[src/rtl/shift_cmd_sequencer.sv]
// Command-driven serializer for a downstream shift register.
// Commands {count, dir, data} queue in a small FIFO; the FSM pops one at a
// time and emits count single-bit shifts, sending data LSB first.
// Handshake: a command transfers on a rising clk edge where cmd_valid and
// cmd_ready are both 1; cmd_ready depends on registered state only, and
// cmd_valid may be held while cmd_ready is 0 without any effect.
module shift_cmd_sequencer #(
    parameter int DEPTH = 4
) (
    input  logic                     clk,
    input  logic                     reset,
    input  logic                     flush,
    input  logic                     cmd_valid,
    output logic                     cmd_ready,
    input  logic [3:0]               cmd_count,
    input  logic                     cmd_dir,
    input  logic [14:0]              cmd_data,
    output logic [3:0]               sr_shift_count,
    output logic                     sr_dir,
    output logic                     sr_serial_in,
    output logic                     busy,
    output logic                     done,
    output logic [$clog2(DEPTH):0]   level
);

    localparam int AW = $clog2(DEPTH);
    localparam logic [AW:0]   LVL_FULL = (AW+1)'(DEPTH);
    localparam logic [AW:0]   LVL_ZERO = '0;
    localparam logic [AW:0]   LVL_ONE  = (AW+1)'(1);
    localparam logic [AW-1:0] PTR_ONE  = AW'(1);

    typedef enum logic [1:0] {
        ST_IDLE  = 2'd0,
        ST_LOAD  = 2'd1,
        ST_SHIFT = 2'd2,
        ST_DONE  = 2'd3
    } state_t;

    // FIFO storage and pointers
    logic [19:0]   mem [DEPTH];
    logic [AW-1:0] wr_ptr;
    logic [AW-1:0] rd_ptr;
    logic [19:0]   head;
    logic          push;
    logic          pop;

    // FSM state and current command
    state_t        state;
    state_t        state_n;
    logic [3:0]    cur_count;
    logic          cur_dir;
    logic [14:0]   cur_data;
    logic [15:0]   data_ext;
    logic [3:0]    idx;
    logic [3:0]    idx_n;
    logic [3:0]    remaining;
    logic [3:0]    remaining_n;

    // Next values of the registered outputs
    logic [3:0]    shift_count_d;
    logic          dir_d;
    logic          serial_d;
    logic          busy_d;
    logic          done_d;

    assign cmd_ready = (level != LVL_FULL);
    assign push      = cmd_valid && cmd_ready && !flush;
    assign head      = mem[rd_ptr];
    // Extra zero bit keeps the index in range when idx reaches 15.
    assign data_ext  = {1'b0, cur_data};

    // FIFO storage write; contents need no reset since level gates reads
    always_ff @(posedge clk) begin
        if (push) begin
            mem[wr_ptr] <= {cmd_count, cmd_dir, cmd_data};
        end
    end

    // FIFO pointers and occupancy; flush empties the queue
    always_ff @(posedge clk or posedge reset) begin
        if (reset) begin
            wr_ptr <= '0;
            rd_ptr <= '0;
            level  <= '0;
        end else if (flush) begin
            wr_ptr <= '0;
            rd_ptr <= '0;
            level  <= '0;
        end else begin
            if (push) wr_ptr <= wr_ptr + PTR_ONE;
            if (pop)  rd_ptr <= rd_ptr + PTR_ONE;
            case ({push, pop})
                2'b10:   level <= level + LVL_ONE;
                2'b01:   level <= level - LVL_ONE;
                default: level <= level;
            endcase
        end
    end

    // FSM state register plus command and progress registers
    always_ff @(posedge clk or posedge reset) begin
        if (reset) begin
            state     <= ST_IDLE;
            idx       <= '0;
            remaining <= '0;
            cur_count <= '0;
            cur_dir   <= 1'b0;
            cur_data  <= '0;
        end else begin
            state     <= state_n;
            idx       <= idx_n;
            remaining <= remaining_n;
            if (pop) begin
                {cur_count, cur_dir, cur_data} <= head;
            end
        end
    end

    // Next-state logic; flush overrides every transition and the pop
    always_comb begin
        state_n     = state;
        idx_n       = idx;
        remaining_n = remaining;
        pop         = 1'b0;
        case (state)
            ST_IDLE: begin
                if (level != LVL_ZERO) begin
                    pop     = 1'b1;
                    state_n = ST_LOAD;
                end
            end
            ST_LOAD: begin
                if (cur_count == 4'd0) begin
                    state_n = ST_DONE;
                end else begin
                    remaining_n = cur_count;
                    idx_n       = 4'd0;
                    state_n     = ST_SHIFT;
                end
            end
            ST_SHIFT: begin
                idx_n       = idx + 4'd1;
                remaining_n = remaining - 4'd1;
                if (remaining == 4'd1) state_n = ST_DONE;
            end
            ST_DONE: begin
                state_n = ST_IDLE;
            end
            default: state_n = ST_IDLE;
        endcase
        if (flush) begin
            state_n     = ST_IDLE;
            pop         = 1'b0;
            idx_n       = 4'd0;
            remaining_n = 4'd0;
        end
    end

    // Output decode from the upcoming state so the registered outputs line up with it
    always_comb begin
        shift_count_d = 4'd0;
        dir_d         = 1'b0;
        serial_d      = 1'b0;
        busy_d        = (state_n != ST_IDLE);
        done_d        = (state_n == ST_DONE);
        if (state_n == ST_SHIFT) begin
            shift_count_d = 4'd1;
            dir_d         = cur_dir;
            serial_d      = data_ext[idx_n];
        end
    end

    // Output registers
    always_ff @(posedge clk or posedge reset) begin
        if (reset) begin
            sr_shift_count <= '0;
            sr_dir         <= 1'b0;
            sr_serial_in   <= 1'b0;
            busy           <= 1'b0;
            done           <= 1'b0;
        end else begin
            sr_shift_count <= shift_count_d;
            sr_dir         <= dir_d;
            sr_serial_in   <= serial_d;
            busy           <= busy_d;
            done           <= done_d;
        end
    end

endmodule
[config.mk]
export PLATFORM = sky130hd
export DESIGN_NAME = shift_cmd_sequencer
export DESIGN_NICKNAME = d
export VERILOG_FILES = /design/src/rtl/shift_cmd_sequencer.sv
export SDC_FILE = /design/constraint.sdc
export NUM_CORES = 1
export LEC_CHECK = 0
export CORE_UTILIZATION = 30
export DETAILED_ROUTE_END_ITERATION = 16
export SYNTH_ARGS = -nofsm -noshare
export SYNTH_HDL_FRONTEND = slang
export SYNTH_SLANG_ARGS = --single-unit
[constraint.sdc]
create_clock -name clk -period 2.3 [get_ports clk]
set_clock_uncertainty 0.1 [all_clocks]
set_input_delay 0.575 -clock clk [delete_from_list [all_inputs] [get_ports clk]]
set_output_delay 0.575 -clock clk [all_outputs]
set_load 0.05 [all_outputs]
Word-level counts from Yosys, hierarchy flattened
Memories as Yosys holds them, arrays and structs flattened. A register that Yosys moved wholly into a read port is not among the register bits.
Cells that the tools add are included.
Storage, ports and cells
  flip-flop bits (word level): 25
  RAM bits: 80
  input bits: 24
  output and inout bits: 12
  word-level logic and storage cells: 68
  memories: 1
Memories
  mem: depth 4, bits a word 20, rd ports 1, clocked after memory_dff 1, wr ports 1, RTL line 40  | logic [19:0] mem [DEPTH];
Cells by class
  add/sub/neg operators: 6
  $lt $le $gt $ge: 1
  equality and inequality tests: 10
  muxes and demuxes: 27
  reductions and logical operators: 12
Operator list (count)
  $mux W4: 4
  $pmux W4 S2: 2
  $mux W2: 7
  $eq A2 B2 Y1 const B: 5
  $mux W1: 10
  $reduce_bool A3 Y1: 3
  $pmux W2 S4: 1
  $ne A3 B3 Y1 const B: 2
  $pmux W3 S2: 1
  $reduce_bool A2 Y1: 3
  $lt A4 B5 Y1 const B: 1
  $add A2 B1 Y2 const B: 2
  $add A4 B1 Y4 const B: 1
  $bmux W1 S4: 1
  $eq A2 B1 Y1 const B: 2
  $eq A4 B1 Y1 const B: 1
  $logic_not A4 Y1: 1
  $sub A4 B1 Y4 const B: 1
  $add A3 B1 Y3 const B: 1
  $mux W3: 1
  $sub A3 B1 Y3 const B: 1
  $logic_and A1 B1 Y1: 2
  $logic_not A2 Y1: 1
  $reduce_and A2 Y1: 1
  $logic_not A1 Y1: 1

Depth between registers and ports, before layout
Gate-level depths: netlist of run 1.
  word-level depth: 7
  gate-level depth with buffers: 11
  gate-level depth less buffers: 10

Least setup slack after synthesis of run 1
No wires, ideal clock.
  kind: flip-flop to flip-flop
  start: register level[1]
  end: memory mem[0][0], enable pin
  library setup time: 378 ps
  data arrival time: 2199 ps
  setup slack: -377 ps
  stages on the path, launching flop included: 6
  path buffers: 0
  clock period less this slack: 2677 ps
  path through: dfrtp_1 -> nor2_1 -> nand2_1 -> nand2_1 -> nor2_1 -> and2_1
Between the ends
  word-level cells in the longest chain between the ends: 5
Ends and longest elaborated chain
  from (decl): RTL line 23  | output logic [$clog2(DEPTH):0] level
  from (signal assigned): RTL line 93  | 2'b10: level <= level + LVL_ONE;
  from (signal assigned): RTL line 94  | 2'b01: level <= level - LVL_ONE;
  from (signal assigned): RTL line 95  | default: level <= level;
  $ne A3 B3 Y1: RTL line 66  | assign cmd_ready = (level != LVL_FULL);
  via cmd_ready: RTL line 14  | output logic cmd_ready,
  $logic_and A1 B1 Y1 (2 in series): RTL line 67  | assign push = cmd_valid && cmd_ready && !flush;
  $mux W1: RTL line 74  | if (push) begin
  $mux W1 (implied by the code): RTL line 75  | mem[wr_ptr] <= {cmd_count, cmd_dir, cmd_data};
  to (decl): RTL line 40
The timed path passes the listed nets, and every way through them passes these cells.

Worst setup path in the final report of run 1
  start: register state[1]
  end: register sr_serial_in
Between the ends
  word-level cells in the longest chain between the ends: 6
Ends and longest elaborated chain
  from (decl): RTL line 48  | state_t state;
  from (signal assigned): RTL line 110  | state <= state_n;
  $eq A2 B2 Y1 or $eq A2 B1 Y1 (tied branches): RTL line 125  | case (state)
  $pmux W4 S2: RTL line 125
  $mux W4: RTL line 151  | if (flush) begin
  $bmux W1 S4: RTL line 169  | serial_d = data_ext[idx_n];
  $mux W1 (implied by the code): RTL line 169
  $mux W1 *: RTL line 166  | if (state_n == ST_SHIFT) begin
  via serial_d: RTL line 62  | logic serial_d;
  to (signal assigned): RTL line 184  | sr_serial_in <= serial_d;
  to (decl): RTL line 20  | output logic sr_serial_in,
Mark *: on every way through the listed nets, which the timed path passes. The rest lies on a longest branch. The select of a mux whose other input is x is not followed.
A chain may end at the register's enable or synchronous reset.

==> reports/metrics.yaml, run 1 <==
logic_synthesis:
  synth_edf_count: 80
  async_flop_share_pct: 34.4
  syn_avg_cell_area_sq_um: 16.8
  syn-instance-count: 302
  ys_seq_area_share_pct: 68.2
  synth-warning-count: 0
  synth_ff_type: "edfxtp_1"
  ys_types: 43
  ys_ff_latch: 122
  syn_area_sq_um: 5060
timing:
  relSlewSlack_pct: 52.4
  setup_violations: 1
  rsz0062_at_grt: "yes"
  hold_violations: 0
  worst_pin_slew_ps: 710
  max_freq_mhz: 409
  finalMaxSlewViolations: 0
  postLayoutSetupSlackWorst_ps: -144
  period_needed_ps: 2440
  finalCritPeriodShare_pct: 106
power_and_ir_drop:
  p_leak_uw: 0.00244
  vdd_drop_max_mv: 0.581
  power.density_nw_per_um2: 1190
clocking:
  ctsRootBufferMaster: "clkbuf_16"
  cts-htree-levels: 4
  cts_buffers: 17
  path_clk_slew_ps: 60
  insertion_delay_ps: 400
  clockBufferDepth: 2
  cts_tree: "built"
  clock-sinks: 122
status:
  failed_checks: "negative setup slack"
  status: "finished with violations"
route:
  drc: 0
  avgViaCountPerCell: 4.50
  drt_iter0_markers: 120
  vias: 2736
  wirelength_um: 9540
  wl_per_cell_um: 15.7
  ant_nets: 0
  drt_first_pass_iters: 4
setup_path:
  crit_chain: "inv_2 -> ha_4 -> or3b_4 -> nor3_4 -> a31o_4 -> mux2i_1 -> mux4_2 -> a211oi_2"
  worst-path-buf-inv: 1
  crit_fanout: 4
  worstReg2RegEnd: "sr_serial_in$_DFF_PP0_"
  r2r_cells: 8
  slowest_stage: "mux4_2"
  max_stage_delay_ps: 480
  reg2reg_from: "state[1]$_DFF_PP0_"
  cp.depth: 8
  setup.worst_path.class: "reg -> reg"
  cpLargestDelayFamily: "simple AND/OR/NAND/NOR gates"
  cp-endpoint: "sr_serial_in$_DFF_PP0_"
  rrSetupSlack_ps: -140
  startpoint: "state[1]$_DFF_PP0_"
  cp-end-kind: "flop"
  startpoint_type: "flop"
  worstPathRequired_ps: 2520
  worstPathArrival_ps: 2660
floorplanning:
  coreArea_sq_um: 16500
  rows: 47
  die_height_um: 132
  dieArea_sq_um: 17400
  ioPinCount: 36
  chipWidth_um: 132
  start_util_pct: 30.6
flow_run:
  cap_violations: 0
cells_and_area:
  antenna_cells: 0
  fin_cells: 608
  nets: 411
  drive_gt1_share_pct: 32.7
  syn2layout_area_growth_pct: 30.1
global_route:
  grt-ovfl-total: 0
  grt_pass1_vias: 2980
  antenna_found_initial: 0
  grt_pass1_wl_um: 15800
  grt_max_degree: 23
  grt_usage_pct: 12.2
placement:
  place.gp.congestion: 0.780
  placed_cells: 574
  numPortBuffers: 32
  dp_slack_ps: -237
  dp_hpwl_um: 6210
min_path:
  holdPathStages: 1
  hp-class: "reg -> reg"
  min_from: "cur_dir$_DFFE_PP0P_"
## state kept, by name (all words and copies together), names as in the netlist
signal / cells
done: 1
sr_serial_in: 1
sr_shift_count: 1
idx: 4
cur_count: 4
rd_ptr: 2
mem: 80
wr_ptr: 2
remaining: 4
cur_dir: 1
state: 2
level: 3
cur_data: 15
sr_dir: 1
busy: 1
## layer usage
metal  up-vias  GRT usage (%)  wire length [um]
met2        55           20.4              4960
met5         -              0                 0
met4         0           5.43               145
met1      1384           14.1              4050
li1       1289              -                 -
met3         8           4.42               386
## report_power, final
group	internal, uW	switching [uW]
registers	2740	267
clock network	1800	881
logic	1070	1060
total	5610	2210
## what timing repair did
| action | 4_1_cts | 5_1_grt |
|---|---|---|
| endpoints found under the hold margin | 0 | 0 |
| gates resized for setup | 4 | 6 |
| buffers inserted | 2 | 0 |
| hold buffers | 0 | 0 |
| pin swaps | 4 | 0 |
| setup endpoints to repair | 5 | 5 |
## worst min path at each step
stage                                to
6_report               sr_dir$_DFF_PP0_
5_1_grt        cur_data[13]$_DFFE_PP0P_
4_1_cts                sr_dir$_DFF_PP0_
3_5_place_dp           sr_dir$_DFF_PP0_
3_3_place_gp           sr_dir$_DFF_PP0_
2_1_floorplan          sr_dir$_DFF_PP0_
## worst register-to-register path, cell delays in order, from the launching register on
cell and delay (ps):
dfrtp_1 400, inv_2 90, ha_4 120, or3b_4 410
nor3_4 260, a31o_4 230, mux2i_1 70, mux4_2 480
a211oi_2 200
## stage by stage
step	utilization [%]	total power, uW	setup TNS (ps)	instance area, sq um	hold WS, ps
after floorplan	-	4420	-113	5120	349
after global placement	36.0	5070	-9340	5940	363
after detailed placement	36.0	5140	-8740	5940	385
after CTS	39.8	7880	-127	6570	401
after global routing	39.9	8230	-199	6590	427
final	39.9	7820	-144	6590	399
## kinds of logic (layout without fill, tap and decap cells)
group	count (synthesis)	in the layout	synth area share (%)
fa+ha+maj	12	12	3.11
simple gates	53	53	5.31
flops	122	122	68.2
xor+xnor	6	6	1.04
other cells	1	3	0.0741
buf+inv	26	110	2.17
compound gates	31	31	4.32
mux	51	51	15.8
## cells in the mapped netlist, types with 2 or more instances
| cell | n | area share (%) |
|---|---|---|
| mux4_2 | 21 | 9.3 |
| and2_1 | 7 | 0.86 |
| nand3_1 | 2 | 0.20 |
| edfxtp_1 | 80 | 47 |
| buf_1 | 2 | 0.15 |
| dfrtp_1 | 42 | 21 |
| a211oi_1 | 2 | 0.30 |
| nand2b_1 | 3 | 0.37 |
| o31ai_1 | 4 | 0.59 |
| nor2_1 | 20 | 1.5 |
| xnor2_1 | 5 | 0.86 |
| nor3_1 | 3 | 0.30 |
| a22oi_1 | 2 | 0.30 |
| nand2_1 | 10 | 0.74 |
| ha_1 | 11 | 2.7 |
| o21ai_0 | 5 | 0.49 |
| clkbuf_1 | 7 | 0.52 |
| buf_4 | 3 | 0.44 |
| mux2i_1 | 10 | 2.0 |
| mux2_2 | 20 | 4.4 |
| a21oi_1 | 9 | 0.89 |
| inv_1 | 13 | 0.96 |
## cell type report
cell class / instances / area [sq um]
fill: 1484 / 9930
sequential: 122 / 3460
multi-input combinational: 156 / 1570
timing repair buffer: 65 / 628
clock buffer: 20 / 437
tap: 220 / 275
clock inverter: 12 / 171
inverter: 13 / 48.8
## layout by cell type, fill, tap and decap left out, drive strengths merged, types with 2 or more instances in the layout
| cell type | instances |
|---|---|
| clkbuf | 20 |
| nor2 | 20 |
| nand2 | 10 |
| ha | 11 |
| buf | 34 |
| mux2 | 20 |
| nor3 | 4 |
| clkinvlp | 2 |
| conb | 3 |
| dlygate4sd2 | 3 |
| mux4 | 21 |
| inv | 13 |
| clkdlybuf4s50 | 28 |
| and2 | 7 |
| a211oi | 3 |
| xnor2 | 5 |
| o21ai | 5 |
| edfxtp | 80 |
| bufinv | 4 |
| a31oi | 2 |
| dfrtp | 42 |
| o31ai | 4 |
| nand3 | 2 |
| mux2i | 10 |
| a22oi | 2 |
| clkinv | 6 |
| a21oi | 9 |
| nand2b | 3 |
No activity file was read; power rests on OpenSTA's default activity.
==> inputs of run 2 (changes only) <==
SLEW_MARGIN = 5   (was unset)
==> results of run 2 <==
The final DEF is identical to that of run 1; final timing and power are the same.
